--- src/rtl/thermo_pkg.sv ---
// Shared thermostat definitions: actuator FSM state encoding and default dwell times.
package thermo_pkg;

   typedef enum logic [1:0] {
      IDLE = 2'd0,
      HEAT = 2'd1,
      COOL = 2'd2,
      REST = 2'd3
   } thermo_state_t;

   localparam int MIN_ON_DEF  = 16;
   localparam int MIN_OFF_DEF = 16;
   localparam int CNT_W_DEF   = 8;

endpackage

--- src/rtl/dwell_timer.sv ---
// Saturating dwell counter with synchronous clear; measures cycles spent in a state.
module dwell_timer #(
   parameter int CNT_W = 8
) (
   input  logic             clk,
   input  logic             rst_n,
   input  logic             clr,
   output logic [CNT_W-1:0] cnt
);

   always_ff @(posedge clk or negedge rst_n) begin
      if (!rst_n)
         cnt <= '0;
      else if (clr)
         cnt <= '0;
      else if (cnt != '1)
         cnt <= cnt + 1'b1;
   end

endmodule

--- src/rtl/thermo_actuator.sv ---
// Heater/cooler enable controller with minimum run time, post-run rest and
// contradictory-demand flag.
module thermo_actuator
   import thermo_pkg::*;
#(
   parameter int MIN_ON  = MIN_ON_DEF,
   parameter int MIN_OFF = MIN_OFF_DEF,
   parameter int CNT_W   = CNT_W_DEF
) (
   input  logic       clk,
   input  logic       rst_n,
   input  logic       en,
   input  logic       Hon,
   input  logic       Con,
   output logic       heat_out,
   output logic       cool_out,
   output logic       fault,
   output logic [1:0] state
);

   localparam logic [CNT_W-1:0] ON_LAST  = CNT_W'(MIN_ON - 1);
   localparam logic [CNT_W-1:0] OFF_LAST = CNT_W'(MIN_OFF - 1);

   thermo_state_t    state_q, state_nxt;
   logic [CNT_W-1:0] cnt;
   logic             h, c;

   // Simultaneous demands cancel out; only the fault flag reports them.
   assign h = Hon & ~Con;
   assign c = Con & ~Hon;

   dwell_timer #(.CNT_W(CNT_W)) u_dwell (
      .clk   (clk),
      .rst_n (rst_n),
      .clr   (state_nxt != state_q),
      .cnt   (cnt)
   );

   always_comb begin
      state_nxt = state_q;
      unique case (state_q)
         IDLE: begin
            if (en && h)
               state_nxt = HEAT;
            else if (en && c)
               state_nxt = COOL;
         end
         HEAT: begin
            if (!en || (cnt >= ON_LAST && !h))
               state_nxt = REST;
         end
         COOL: begin
            if (!en || (cnt >= ON_LAST && !c))
               state_nxt = REST;
         end
         REST: begin
            if (cnt == OFF_LAST)
               state_nxt = IDLE;
         end
         default: state_nxt = IDLE;
      endcase
   end

   // Enables are flopped alongside the state so they track it exactly.
   always_ff @(posedge clk or negedge rst_n) begin
      if (!rst_n) begin
         state_q  <= IDLE;
         heat_out <= 1'b0;
         cool_out <= 1'b0;
         fault    <= 1'b0;
      end else begin
         state_q  <= state_nxt;
         heat_out <= (state_nxt == HEAT);
         cool_out <= (state_nxt == COOL);
         fault    <= Hon & Con;
      end
   end

   assign state = state_q;

endmodule

--- config.mk ---
export PLATFORM = sky130hd
export DESIGN_NAME = thermo_actuator
export DESIGN_NICKNAME = d
export VERILOG_FILES = /design/src/rtl/thermo_pkg.sv /design/src/rtl/dwell_timer.sv /design/src/rtl/thermo_actuator.sv
export SDC_FILE = /design/constraint.sdc
export NUM_CORES = 1
export LEC_CHECK = 0
export ABC_AREA = 1
export CAP_MARGIN = 20
export CORE_UTILIZATION = 30
export CTS_CLUSTER_DIAMETER = 30
export DETAILED_ROUTE_END_ITERATION = 6
export PLACE_DENSITY = 0.53
export SLEW_MARGIN = 20
export SYNTH_ARGS = -nofsm -noshare
export SYNTH_HDL_FRONTEND = slang
export SYNTH_SLANG_ARGS = --single-unit
--- constraint.sdc ---
create_clock -name clk -period 3.03 [get_ports clk]
set_input_delay 0.303 -clock clk [delete_from_list [all_inputs] [get_ports clk]]
set_output_delay 0.303 -clock clk [all_outputs]
set_load 0.01 [all_outputs]
==> results of run 1 <==
==> routing by layer <==
| metal | up-vias | routed length [um] | global-route usage |
|---|---|---|---|
| met1 | 263 | 686 | 0.1622 |
| met4 | 0 | 0 | 0.02632 |
| met2 | 6 | 604 | 0.1793 |
| li1 | 304 | - | - |
| met5 | - | 0 | 0 |
| met3 | 0 | 30 | 0.04348 |
==> cells in the mapped netlist <==
cell | n | share of area
a21boi_1 | 1 | 0.0099
a21oi_1 | 2 | 0.013
a31oi_1 | 1 | 0.0082
and2_4 | 1 | 0.012
buf_6 | 1 | 0.015
bufinv_8 | 1 | 0.023
clkinv_2 | 1 | 0.0066
dfrtp_1 | 13 | 0.43
ha_1 | 1 | 0.016
inv_1 | 7 | 0.035
inv_2 | 2 | 0.0099
nand2_1 | 13 | 0.064
nand2_2 | 1 | 0.0082
nand2_4 | 2 | 0.030
nand2b_1 | 1 | 0.0082
nand3_1 | 8 | 0.053
nand3_2 | 1 | 0.013
nand3_4 | 1 | 0.023
nand4_1 | 2 | 0.016
nand4_4 | 1 | 0.028
nor2_1 | 5 | 0.025
nor2_2 | 10 | 0.082
o21ai_0 | 7 | 0.046
o21ai_1 | 1 | 0.0066
o21bai_1 | 1 | 0.0099
xnor2_1 | 1 | 0.012
==> area by class of cell <==
cell class              instances  area, sq um
fillers                       246         1396
multi-input cells              61        367.9
flip-flops and latches         13        325.3
repair buffers                  9        90.09
inverters                      11        56.30
well taps                      28        35.03
clock buffers                   4        26.28
==> worst paths after layout <==
kind | endpoint | slack (ps) | cells after the start
max in group asynchronous | heat_out | 2230 | 1
worst min register to register | u_dwell.cnt[0] | 610 | 2
worst max register to register | u_dwell.cnt[7] | 1420 | 8
min in group clk | fault | 580 | 3
worst max-delay path | state[1] | 1410 | 1
worst min-delay path | u_dwell.cnt[5] | 400 | 1
==> stage by stage <==
step / instances / instance area, sq um
6_report: 126 / 900.9
5_1_grt: 126 / 900.9
4_1_cts: 126 / 900.9
3_5_place_dp: 122 / 874.6
3_3_place_gp: 122 / 874.6
2_1_floorplan: 86 / 760.7
==> worst reg2reg max path, cell delays in order, from the launching register on <==
cell	delay [ps]
dfrtp_1	410
ha_1	250
nand2_1	80
inv_2	40
nand4_1	70
nand2b_1	280
o21ai_0	140
a21oi_1	170
nor2_2	50
==> state kept, by name (all words and copies together), names as in the netlist <==
name and count:
cool_out 1, fault 1, heat_out 1, state 2, u_dwell.cnt 8
==> cells by family (layout without fill, tap and decap cells) <==
kind of cell	Yosys count	in the layout	share of synthesized area
buffers and inverters	12	24	0.08882
DFF	13	13	0.4276
and+or+nand+nor	46	46	0.3619
xor gates and xnor gates	1	1	0.01152
adders and majority gates	1	1	0.01644
AOI/OAI and AO/OA	13	13	0.09375
==> power by group <==
part / leakage (nW) / internal [W] / switching (W)
registers: 0.162 / 0.000231 / 0.0000607
logic: 0.242 / 0.000171 / 0.000191
clock network: 0.0150 / 0.0000510 / 0.0000543
total: 0.419 / 0.000453 / 0.000306
==> metrics.md, run 1 <==
| Metric | Value |
|---|---|
| H-Tree Depth | `1` |
| Worst-margin pin slew | `about 600 ps` |
| CP Launch Type | `flop` |
| Cell count after synthesis | `86` |
| Crit-path cells | `clkdlybuf4s50_1` |
| FF+latch count, synth | `13` |
| Max Freq | `between 600 and 700 MHz` |
| Core ar. | `2297 sq um` |
| Slowest-stage cell, CP | `clkdlybuf4s50_1` |
| Setup TNS | `0 ps` |
| CP top delay family | `buffers and inverters` |
| Pwr/cell area | `around 840 nW/um^2` |
| RePlAce Congestion | `between 0.7 and 0.8` |
| Mean Syn Cell Area | `between 8 and 9 sq um` |
| Die Width | `52.36 um` |
| Final Setup Violations | `0` |
| Critical Path End Type | `primary output` |
| # resized after CTS | `0` |
| Initial antenna violation count | `0` |
| Final Critical Period | `~1600 ps` |
| Worst Clk Skew | `between 3 and 4 ps` |
| Peak VDD IR | `0.3565 mV` |
| Post-Route WL | `1.321 mm` |
| Avg WL per Cell | `about 10 um` |
| Cts hold-fix bufs | `0` |
| Post-CTS Setup Bufs | `0` |
| Sequential fraction of the synthesis area | `0.4276` |
| Hold WC Path Type | `in2async` |
| Max clock buf depth | `2` |
| Commonest non-fill, non-tap cells in the layout | `13 x nand2_1, 13 x dfrtp_1, 10 x nor2_2` |
| TritonCTS Sinks | `13` |
| Grt ovf | `0` |
| Relative slew margins | `0.5991` |
| Synth unique cells | `26` |
| Antenna cells | `0` |
| Die Y | `between 50 and 60 um` |
| Final Hold Viols | `0` |
| Site Rows | `17` |
| ANT nets after route | `0` |
| Buf+Inv Stages, Crit Path | `1` |
| Fin nets | `about 110` |
| Share of cells above drive strength 1 | `0.2449` |
| DRC viols | `0` |
| First-pass GRT wire length | `between 2 and 2.5 mm` |
| Number of slew-limit violations in the final report | `0` |
| CTS Buf Count | `3` |
| CTS tree | `built` |
| Final design utilization | `0.3922` |
| Total track usage | `0.1194` |
| # IOs | `10` |
| Worst setup margin | `1412 ps` |
| Worst hold margin | `between 400 and 500 ps` |
| Period utilization | `0.5340` |
| Worst Setup SP | `state[1]` |
| Worst skew pair latency | `roughly 270 ps` |
| Post-synthesis net count | `between 90 and 100` |
| Initial DRC count | `6` |
| Root buffer cell | `clkbuf_4` |
| Initial Util | `0.3312` |
| Reg clk slew, reported paths | `80 ps` |
| Setup Crit Path Kind | `reg2out` |
| Pin count of the biggest net entering global routing | `14` |
| Area growth syn-to-layout | `18.42%` |
| Crit path largest cell delay | `between 500 and 600 ps` |
| Pre-CTS WS | `~1300 ps` |
| Crit Reg-Reg Startpoint | `u_dwell.cnt[0]` |
| HPWL Detailed | `approximately 1.0 mm` |
| P_leak | `0.4185 nW` |
| YS warnings | `0` |
| Via density per instance | `4.548` |
| Drt pass-1 iters | `2` |
| RSZ-0062 raised after global routing | `false` |
| IO buf count | `9` |
| Tot Pwr | `about 0.00076 W` |
| Arrival @ worst endpoint | `roughly 1300 ps` |
| Max-cap violation count | `0` |
| Required time worst endpoint | `approximately 2700 ps` |
| Die area | `between 2000 and 3000 sq um` |
| Outcome | `complete, no violations` |
| Vias in the first global route | `between 400 and 500` |
| Mapped Area | `~760 sq um` |
| Critical path peak fanout | `6` |
| Via Count | `around 570` |
Power figures use the tool's default switching activity.
==> run 2, diff against run 1 <==
==> constraint.sdc (replaced) <==
create_clock -name clk -period 1.7 [get_ports clk]
set_input_delay 0.17 -clock clk [delete_from_list [all_inputs] [get_ports clk]]
set_output_delay 0.17 -clock clk [all_outputs]
set_load 0.01 [all_outputs]
==> metrics.md, run 2 (same netlist as run 1, synthesis figures left out) <==
| Metric | Value |
|---|---|
| Final Critical Period | `~1500 ps` |
| Share of cells above drive strength 1 | `0.2653 (was 0.2449)` |
| IO buf count | `9 (unchanged)` |
| Root buffer cell | `clkbuf_4 (unchanged)` |
| First-pass GRT wire length | `2.373 mm (was 2.339 mm)` |
| Relative slew margins | `0.6016 (was 0.5991)` |
| Arrival @ worst endpoint | `1750 ps (was 1320 ps)` |
| Initial DRC count | `12 (was 6)` |
| Grt ovf | `0 (unchanged)` |
| Core ar. | `2297 sq um (unchanged)` |
| Post-Route WL | `1.334 mm (was 1.321 mm)` |
| Commonest non-fill, non-tap cells in the layout | `13 x nand2_1, 13 x dfrtp_1, 10 x nor2_2 (unchanged)` |
| Initial Util | `0.3312 (unchanged)` |
| RSZ-0062 raised after global routing | `false (unchanged)` |
| Peak VDD IR | `0.8041 mV (was 0.3565 mV)` |
| Max clock buf depth | `2 (unchanged)` |
| Worst Clk Skew | `5.076 ps (was 3.025 ps)` |
| Antenna cells | `0 (unchanged)` |
| Internal power | `0.0008083 W (was 0.0004526 W)` |
| Final Setup Violations | `0 (unchanged)` |
| Die Width | `52.36 um (unchanged)` |
| CTS tree | `built (unchanged)` |
| Worst-margin pin slew | `595.7 ps (was 599.4 ps)` |
| Avg WL per Cell | `10.59 um (was 10.48 um)` |
| Pre-CTS WS | `106.9 ps (was 1312 ps)` |
| Comb pwr share | `0.477 (about the same)` |
| Cts hold-fix bufs | `0 (unchanged)` |
| Die area | `2741 sq um (unchanged)` |
| Final Hold Viols | `0 (unchanged)` |
| Fin nets | `105 (unchanged)` |
| Setup TNS | `0 ps (unchanged)` |
| Largest Register | `u_dwell.cnt (unchanged)` |
| Site Rows | `17 (unchanged)` |
| CTS Buf Count | `3 (unchanged)` |
| # resized after CTS | `0 (unchanged)` |
| Fillers | `240 (was 246)` |
| Critical Path End Type | `flop (was primary output)` |
| Hold WC Path Type | `in2async (unchanged)` |
| Die Y | `52.36 um (unchanged)` |
| Tot Pwr | `0.001372 W (was 0.0007589 W)` |
| Via density per instance | `4.556 (was 4.548)` |
| P_leak | `0.4182 nW (was 0.4185 nW)` |
| Worst skew pair latency | `280 ps (was 270 ps)` |
| Pin count of the biggest net entering global routing | `14 (unchanged)` |
| Sequential power share | `0.378 (was 0.384)` |
| Setup Crit Path Kind | `reg2reg (was reg2out)` |
| Clock power frac | `0.145 (was 0.139)` |
| DRC viols | `0 (unchanged)` |
| Crit-path cells | `ha_2, nand3_2, clkinv_2, nand4_4, nand2_2, nand2_4, nand2_4, nand3_4, nor2_2 (was clkdlybuf4s50_1)` |
| Total track usage | `0.1224 (was 0.1194)` |
| # IOs | `10 (unchanged)` |
| Slowest-stage cell, CP | `dfrtp_1 (was clkdlybuf4s50_1)` |
| CP Launch Type | `flop (unchanged)` |
| ANT nets after route | `0 (unchanged)` |
| Most common cell type on the critical path | `nand2_4` |
| Number of slew-limit violations in the final report | `0 (unchanged)` |
| H-Tree Depth | `1 (unchanged)` |
| Reg clk slew, reported paths | `90 ps (was 80 ps)` |
| Via Count | `574 (was 573)` |
| Pwr/cell area | `1515 nW/um^2 (was 842.4 nW/um^2)` |
| Outcome | `complete, no violations (unchanged)` |
| Required time worst endpoint | `1910 ps (was 2730 ps)` |
| Worst R2R Setup Slack | `160 ps (was 1420 ps)` |
| Switching Share | `0.4109 (was 0.4036)` |
| TritonCTS Sinks | `13 (unchanged)` |
| Critical path peak fanout | `8 (was 6)` |
| Max-cap violation count | `0 (unchanged)` |
| Initial antenna violation count | `0 (unchanged)` |
| Max Freq | `about 650 MHz` |
| Vias in the first global route | `542 (was 499)` |
| Max FFs per register | `8 (unchanged)` |
| Post-CTS Setup Bufs | `0 (unchanged)` |
| Crit path largest cell delay | `390 ps (was 580 ps)` |
| Period utilization | `0.9065` |
| Drt pass-1 iters | `4 (was 2)` |
| Area growth syn-to-layout | `19.08% (was 18.42%)` |
| Worst setup margin | `159.0 ps (was 1412 ps)` |
| NetSw | `0.0005637 W (was 0.0003063 W)` |
| Final design utilization | `0.3943 (was 0.3922)` |
| HPWL Detailed | `1.027 mm (was 1.029 mm)` |
| RePlAce Congestion | `0.7261 (was 0.7458)` |
[run 2: cell counts in the layout (fill, tap and decap cells not counted)]
No cell type changed its count.
[run 2: metrics by stage]
stage	area, sq um	hold WS (ps)	cells
finish	905.9	260.9	126
CTS	900.9	288.5	126
detailed placement	874.6	598.2	122
floorplan	760.7	-125.6	86
global route	905.9	297.8	126
global placement	874.6	588.2	122
[run 2: final timing paths]
kind	depth (start not counted)	end	from
max	9	u_dwell.cnt[0]	u_dwell.cnt[0]
min	1	fault	rst_n
max reg2reg	9	u_dwell.cnt[0]	u_dwell.cnt[0]
min reg2reg	2	u_dwell.cnt[0]	u_dwell.cnt[0]
max in group asynchronous	1	u_dwell.cnt[3]	rst_n
min in group clk	3	fault	Hon
[run 2: worst max-delay path, delay by kind of cell (launching register included)]
family        cells  cell delay [ps]
fa+ha+maj         1              210
simple gates      7              770
buf+inv           1              100
flops             1              390
[run 2: power groups by stage]
stage,clock (W),sequential (W),combinational [W]
6_report,0.000199,0.000519,0.000654
3_5_place_dp,0,0.000528,0.000661
2_1_floorplan,0,0.000519,0.000497
4_1_cts,0.000209,0.000520,0.000665
3_3_place_gp,0,0.000525,0.000654
5_1_grt,0.000228,0.000536,0.000742
[run 2: final cells by class]
class	count	area, sq um	area share
multi-input combinational	61	372.9	0.4116
inverter	11	56.30	0.06215
timing repair buffer	9	90.09	0.09945
sequential	13	325.3	0.3591
tap	28	35.03	0.03867
clock buffer	4	26.28	0.02901
[run 2: per-layer routing]
metal / wire (um) / up-vias / track usage
met5: 0 / - / 0
met4: 9 / 0 / 0.06579
met3: 45 / 2 / 0.04058
met2: 614 / 8 / 0.1751
met1: 664 / 259 / 0.1604
li1: - / 305 / -
